**src/rtl/sync_fifo_tmr_if.sv**
```systemverilog
// Handshake and status bundle between the TMR FIFO and its producer/consumer.
// The testbench or the host side uses master; the FIFO uses slave.
interface sync_fifo_tmr_if #(
    parameter int unsigned DATA_WIDTH = 8,
    parameter int unsigned CW         = 5
);
    logic [DATA_WIDTH-1:0] data_i;
    logic                  n_we_i;
    logic                  n_re_i;
    logic                  n_clr_i;
    logic [DATA_WIDTH-1:0] data_o;
    logic                  rd_valid_o;
    logic [CW-1:0]         count_o;
    logic                  p_empty_o;
    logic                  p_full_o;
    logic                  p_nearfull_o;
    logic                  p_over_o;
    logic                  p_under_o;
    logic                  seu_corr_o;

    modport master (
        output data_i, n_we_i, n_re_i, n_clr_i,
        input  data_o, rd_valid_o, count_o, p_empty_o, p_full_o, p_nearfull_o,
               p_over_o, p_under_o, seu_corr_o
    );

    modport slave (
        input  data_i, n_we_i, n_re_i, n_clr_i,
        output data_o, rd_valid_o, count_o, p_empty_o, p_full_o, p_nearfull_o,
               p_over_o, p_under_o, seu_corr_o
    );
endinterface

```
**src/rtl/sync_fifo_tmr.sv**
```systemverilog
// Single-clock FIFO whose pointers and occupancy count are held in three voted,
// self-scrubbing copies; optional overwrite-oldest policy when full.
module sync_fifo_tmr #(
    parameter int unsigned DATA_WIDTH      = 8,
    parameter int unsigned DEPTH           = 16,
    parameter int unsigned NEAR_FULL_LEVEL = (DEPTH / 4) * 3,
    parameter int unsigned OVERWRITE       = 0
) (
    input  logic           clk,
    input  logic           rst,
    sync_fifo_tmr_if.slave bus
);
    localparam int unsigned AW = $clog2(DEPTH);
    localparam int unsigned CW = AW + 1;

    logic [DATA_WIDTH-1:0] mem [DEPTH];

    logic [AW-1:0] wr_a, wr_b, wr_c;
    logic [AW-1:0] rd_a, rd_b, rd_c;
    logic [CW-1:0] cnt_a, cnt_b, cnt_c;

    logic [AW-1:0] wr_v, rd_v, wr_n, rd_n;
    logic [CW-1:0] cnt_v, cnt_n;
    logic          seu_det, full_now, rd_acc, wr_acc, ovw, over_set, under_set;

    logic [DATA_WIDTH-1:0] data_q;
    logic                  rd_valid_q, empty_q, full_q, nearfull_q;
    logic                  over_q, under_q, seu_q;

    // Vote, acceptance and next-state; decisions depend only on the voted count.
    always_comb begin
        wr_v  = (wr_a & wr_b) | (wr_a & wr_c) | (wr_b & wr_c);
        rd_v  = (rd_a & rd_b) | (rd_a & rd_c) | (rd_b & rd_c);
        cnt_v = (cnt_a & cnt_b) | (cnt_a & cnt_c) | (cnt_b & cnt_c);

        seu_det = (wr_a != wr_v) || (wr_b != wr_v) || (wr_c != wr_v) ||
                  (rd_a != rd_v) || (rd_b != rd_v) || (rd_c != rd_v) ||
                  (cnt_a != cnt_v) || (cnt_b != cnt_v) || (cnt_c != cnt_v);

        full_now  = (cnt_v == CW'(DEPTH));
        rd_acc    = !bus.n_re_i && (cnt_v != '0);
        wr_acc    = !bus.n_we_i && (!full_now || rd_acc || (OVERWRITE != 0));
        ovw       = wr_acc && full_now && !rd_acc;
        over_set  = !bus.n_we_i && full_now && !rd_acc;
        under_set = !bus.n_re_i && (cnt_v == '0);

        wr_n  = wr_v + AW'(wr_acc);
        rd_n  = rd_v + AW'(rd_acc || ovw);
        cnt_n = cnt_v + CW'(wr_acc && !ovw) - CW'(rd_acc);
    end

    // Control state; every copy is rewritten from the voted value each cycle.
    always_ff @(posedge clk) begin
        if (!rst || !bus.n_clr_i) begin
            wr_a       <= '0;
            wr_b       <= '0;
            wr_c       <= '0;
            rd_a       <= '0;
            rd_b       <= '0;
            rd_c       <= '0;
            cnt_a      <= '0;
            cnt_b      <= '0;
            cnt_c      <= '0;
            data_q     <= '0;
            rd_valid_q <= 1'b0;
            empty_q    <= 1'b1;
            full_q     <= 1'b0;
            nearfull_q <= 1'b0;
            over_q     <= 1'b0;
            under_q    <= 1'b0;
            seu_q      <= 1'b0;
        end else begin
            wr_a       <= wr_n;
            wr_b       <= wr_n;
            wr_c       <= wr_n;
            rd_a       <= rd_n;
            rd_b       <= rd_n;
            rd_c       <= rd_n;
            cnt_a      <= cnt_n;
            cnt_b      <= cnt_n;
            cnt_c      <= cnt_n;
            if (rd_acc) begin
                data_q <= mem[rd_v];
            end
            rd_valid_q <= rd_acc;
            empty_q    <= (cnt_n == '0);
            full_q     <= (cnt_n == CW'(DEPTH));
            nearfull_q <= (cnt_n >= CW'(NEAR_FULL_LEVEL));
            over_q     <= over_q | over_set;
            under_q    <= under_q | under_set;
            seu_q      <= seu_det;
        end
    end

    // Storage array, intentionally not reset.
    always_ff @(posedge clk) begin
        if (rst && bus.n_clr_i && wr_acc) begin
            mem[wr_v] <= bus.data_i;
        end
    end

    assign bus.data_o       = data_q;
    assign bus.rd_valid_o   = rd_valid_q;
    assign bus.count_o      = cnt_a;
    assign bus.p_empty_o    = empty_q;
    assign bus.p_full_o     = full_q;
    assign bus.p_nearfull_o = nearfull_q;
    assign bus.p_over_o     = over_q;
    assign bus.p_under_o    = under_q;
    assign bus.seu_corr_o   = seu_q;
endmodule

```
**src/flat_wrapper.sv**
```systemverilog
// flat-port wrapper written by rule: the top's interface ports become plain ports
module sync_fifo_tmr_flat 
#(
    parameter int unsigned DATA_WIDTH      = 8,
    parameter int unsigned DEPTH           = 16,
    parameter int unsigned NEAR_FULL_LEVEL = (DEPTH / 4) * 3,
    parameter int unsigned OVERWRITE       = 0
)
  (clk, rst, bus_data_i, bus_n_we_i, bus_n_re_i, bus_n_clr_i, bus_data_o, bus_rd_valid_o, bus_count_o, bus_p_empty_o, bus_p_full_o, bus_p_nearfull_o, bus_p_over_o, bus_p_under_o, bus_seu_corr_o);
  sync_fifo_tmr_if #(.DATA_WIDTH(DATA_WIDTH), .CW(5)) bus_i ();
  input  logic clk;
  input  logic rst;
  input wire logic [$bits(bus_i.data_i)-1:0] bus_data_i;
  input wire logic [$bits(bus_i.n_we_i)-1:0] bus_n_we_i;
  input wire logic [$bits(bus_i.n_re_i)-1:0] bus_n_re_i;
  input wire logic [$bits(bus_i.n_clr_i)-1:0] bus_n_clr_i;
  output wire logic [$bits(bus_i.data_o)-1:0] bus_data_o;
  output wire logic [$bits(bus_i.rd_valid_o)-1:0] bus_rd_valid_o;
  output wire logic [$bits(bus_i.count_o)-1:0] bus_count_o;
  output wire logic [$bits(bus_i.p_empty_o)-1:0] bus_p_empty_o;
  output wire logic [$bits(bus_i.p_full_o)-1:0] bus_p_full_o;
  output wire logic [$bits(bus_i.p_nearfull_o)-1:0] bus_p_nearfull_o;
  output wire logic [$bits(bus_i.p_over_o)-1:0] bus_p_over_o;
  output wire logic [$bits(bus_i.p_under_o)-1:0] bus_p_under_o;
  output wire logic [$bits(bus_i.seu_corr_o)-1:0] bus_seu_corr_o;
  assign bus_i.data_i = bus_data_i;
  assign bus_i.n_we_i = bus_n_we_i;
  assign bus_i.n_re_i = bus_n_re_i;
  assign bus_i.n_clr_i = bus_n_clr_i;
  assign bus_data_o = bus_i.data_o;
  assign bus_rd_valid_o = bus_i.rd_valid_o;
  assign bus_count_o = bus_i.count_o;
  assign bus_p_empty_o = bus_i.p_empty_o;
  assign bus_p_full_o = bus_i.p_full_o;
  assign bus_p_nearfull_o = bus_i.p_nearfull_o;
  assign bus_p_over_o = bus_i.p_over_o;
  assign bus_p_under_o = bus_i.p_under_o;
  assign bus_seu_corr_o = bus_i.seu_corr_o;
  sync_fifo_tmr #(.DATA_WIDTH(DATA_WIDTH), .DEPTH(DEPTH), .NEAR_FULL_LEVEL(NEAR_FULL_LEVEL), .OVERWRITE(OVERWRITE)) u_core (.clk(clk), .rst(rst), .bus(bus_i));
endmodule
```
**config.mk**
```make
export PLATFORM = sky130hd
export DESIGN_NAME = sync_fifo_tmr_flat
export DESIGN_NICKNAME = d
export VERILOG_FILES = /design/src/rtl/sync_fifo_tmr_if.sv /design/src/rtl/sync_fifo_tmr.sv /design/src/flat_wrapper.sv
export SDC_FILE = /design/constraint.sdc
export NUM_CORES = 1
export LEC_CHECK = 0
export ABC_AREA = 1
export CAP_MARGIN = 5
export CORE_UTILIZATION = 45
export DETAILED_ROUTE_END_ITERATION = 8
export PLACE_DENSITY = 0.59
export SYNTH_ARGS = -nofsm -noshare
export SYNTH_HDL_FRONTEND = slang
export SYNTH_SLANG_ARGS = --single-unit
```
**constraint.sdc**
```tcl
create_clock -name clk -period 6.77 [get_ports clk]
set_clock_uncertainty 0.1 [all_clocks]
set_input_delay 1.0155 -clock clk [delete_from_list [all_inputs] [get_ports clk]]
set_output_delay 1.0155 -clock clk [all_outputs]
set_load 0.005 [all_outputs]
```
==> summary.txt <==
Finish
  – Ant diodes: 0
  – Area occupied by multi-input gates: between 1500 and 2000 µm²
  – Share of cells above drive strength 1: 0.05035
  – Layout Nets: roughly 730
  – Final cell count without fillers: 899
  – # fillers: ~1300
  – Design area: roughly 7700 µm²
  – Area grow syn2layout: 14.50%
  – Storage cell area: between 4000 and 5000 µm²

Power and ir drop
  – P_leak: 3.189 nW
  – PD cells: between 300 and 400 nW/µm²
  – IR Drop Worst-Case VDD: between 0.00015 and 0.0002 V

Detailed routing
  – Antenna-violating nets left: 0
  – Pre-Repair DR Iteration Count: 5
  – Remaining DRCs: 0
  – Iter 0 DRT Violations: between 300 and 400
  – Via count: between 4000 and 5000
  – Final WL: between 10 and 15 mm
  – Drt via density: approximately 5.0
  – DR WL/cell: between 15 and 20 µm

Setup path
  – Worst Path Required: about 6.7 ns
  – Critical path type: in -> reg
  – Element type at the critical path end: flop
  – CP startpoint kind: input pin
  – Max incr delay on CP: 0.60 ns
  – Critical path fanouts, max: 21
  – CP cell instances: clkdlybuf4s50_1 -> nand2_1 -> nor2_1 -> nand3_1 -> nor2_1
  – Worst path top cell family by delay: simple AND/OR/NAND/NOR gates
  – Slowest cell on the critical path: nor2_1
  – Most used cell, CP: nor2_1
  – Crit path buffers/inverters: 1
  – FF-to-FF setup slack: around 3.9 ns
  – Arrival @ worst endpoint: 3.23 ns

Worst hold path
  – Tightest Hold Check Type: reg -> reg

Global route
  – First-pass GRT wire length: about 23 mm
  – Initial antenna violation count: 0
  – Gr usage total: 0.2161
  – Grt total ovfl: 0
  – Largest net degree at the start of global routing: 67
  – Vias in the first global route: about 4400

Yosys
  – Sequential share of the synthesized area: 0.6546
  – Mapped Area: 6698 µm²
  – Ys Warns: 0
  – FF+latch count, synth: between 150 and 200
  – Mean Syn Cell Area: 9.879 µm²
  – Post-synth cell types: 22
  – Mapped Cells: ~680
  – Mapped Nets: 702

Floorplanning
  – Core region area: 14530 µm²
  – I/O pin cnt: 33
  – FP Rows: 44
  – Initial Util: 0.4608
  – Die ar.: between 15000 and 20000 µm²
  – Die Y: between 100 and 150 µm
  – Die W: about 120 µm

Clocking
  – Htree depth: 4
  – Clk root buf: clkbuf_16
  – Maximum root-to-sink buffer count: 2
  – Skew-Pair Late Insertion Delay: 0.43 ns
  – Setup Buffers After CTS: 0
  – Worst-path clk slew: around 0.060 ns
  – # clock sinks: roughly 160
  – Resized cells post-CTS: 0
  – CTS tree: done
  – Hold-fix buffer count after cts: 0
  – Inserted Clock Buffers: 17

Timing
  – Setup tns final: 0 ns
  – Slew Limit Headroom: 0.3239
  – Final setup viols: 0
  – Final count of pins violating max slew: 0
  – PnR worst setup slack: 3.496 ns
  – Worst-margin pin slew: just over 1 ns
  – Fin crit share: 0.4836
  – Minimum clock period: approximately 3.3 ns
  – Final Hold Vio Count: 0
  – FMAX: slightly above 0.3 GHz
  – Worst-case hold slack: around 0.37 ns
  – Unrepaired setup endpoints after global routing: no

Status
  – Status: finished, final reports clean

Place
  – Setup WS pre-CTS: just over 3 ns
  – Inst Count DP: slightly below 900
  – PortBufs: 31
  – Post-place instance area: ~7100 µm²
  – Gpl congestion: between 0.9 and 1
  – HPWL after detailed placement: between 9 and 10 mm

Run
  – Max-Cap Viols: 0
per-layer routing:
metal  routed length [µm]  GRT usage  up-vias
li1                     -          -     2217
met1                 6560     0.2756     2104
met2                 7061     0.3417      114
met3                  702    0.05128       34
met4                  472     0.1146        0
met5                    0          0        -
cell type report:
type / instances / share of cell area
Inverter: 104 / 0.05091
Clock buffer: 19 / 0.05645
Timing Repair Buffer: 33 / 0.04242
Clock inverter: 13 / 0.02186
Sequential cell: 155 / 0.5719
Multi-Input combinational cell: 391 / 0.2265
Tap cell: 184 / 0.03002
power breakdown:
part	leakage (nW)	internal, mW	switching, mW
Clock	0.278	0.582	0.375
Sequential	1.37	1.07	0.0217
Combinational	1.54	0.190	0.303
Total	3.19	1.84	0.699
logic make-up after synthesis:
group	share of synthesized area
xor gates and xnor gates	0.006540
AOI/OAI and AO/OA	0.007473
adders and majority gates	0.02167
and+or+nand+nor	0.2231
DFF	0.6546
buffers and inverters	0.08612
other	0.0005599
cells in the mapped netlist, drive strengths merged:
| cell | number | area [µm²] |
|---|---|---|
| a21oi | 4 | 20.02 |
| buf | 28 | 186.4 |
| clkinv | 1 | 3.750 |
| conb | 1 | 3.750 |
| dfxtp | 27 | 540.5 |
| edfxtp | 128 | 3844 |
| fa | 1 | 20.02 |
| ha | 10 | 125.1 |
| inv | 103 | 386.6 |
| nand2 | 215 | 809.5 |
| nand3 | 97 | 485.5 |
| nor2 | 53 | 198.9 |
| o21a | 1 | 7.510 |
| o21ai | 3 | 15.01 |
| o21bai | 1 | 7.510 |
| xnor2 | 3 | 26.28 |
| xor2 | 2 | 17.52 |
worst paths after layout:
path / end / from / depth (start not counted)
worst max-delay path: u_core.mem[2][6] / rst / 5
worst min-delay path: u_core.bus.p_under_o / u_core.bus.p_under_o / 1
worst max register to register: u_core.bus.p_empty_o / u_core.bus.count_o[3] / 20
worst min register to register: u_core.bus.p_under_o / u_core.bus.p_under_o / 1
registers in the layout, summed over array words and instances (netlist names):
signal / cells
u_core.bus.count_o: 5
u_core.bus.data_o: 8
u_core.bus.p_empty_o: 1
u_core.bus.p_full_o: 1
u_core.bus.p_nearfull_o: 1
u_core.bus.p_over_o: 1
u_core.bus.p_under_o: 1
u_core.bus.rd_valid_o: 1
u_core.mem: 128
u_core.rd_a: 4
u_core.wr_a: 4
layout by cell type, fill, tap and decap left out:
master and n:
inv_2 3, xnor2_1 3, clkbuf_16 17, clkinvlp_4 4, a21oi_1 4, inv_6 3, edfxtp_1 128, xor2_1 2
clkinv_4 2, fa_1 1, conb_1 1, dfxtp_1 26, bufinv_16 3, nand2_1 214, inv_1 100, clkbuf_1 2
dfxtp_2 1, o21a_1 1, ha_1 10, o21bai_1 1, buf_4 2, nand3_1 97, nor2_1 53, nand2_2 1
clkdlybuf4s50_1 31, o21ai_0 3, clkinv_1 2
through the flow:
step,util,power (mW)
final,0.5276,2.539
after global routing,0.5276,2.668
after CTS,0.5276,2.555
after detailed placement,0.4863,1.602
after global placement,0.4863,1.598
after floorplan,-,1.459
(Power assumes the default switching activity.)
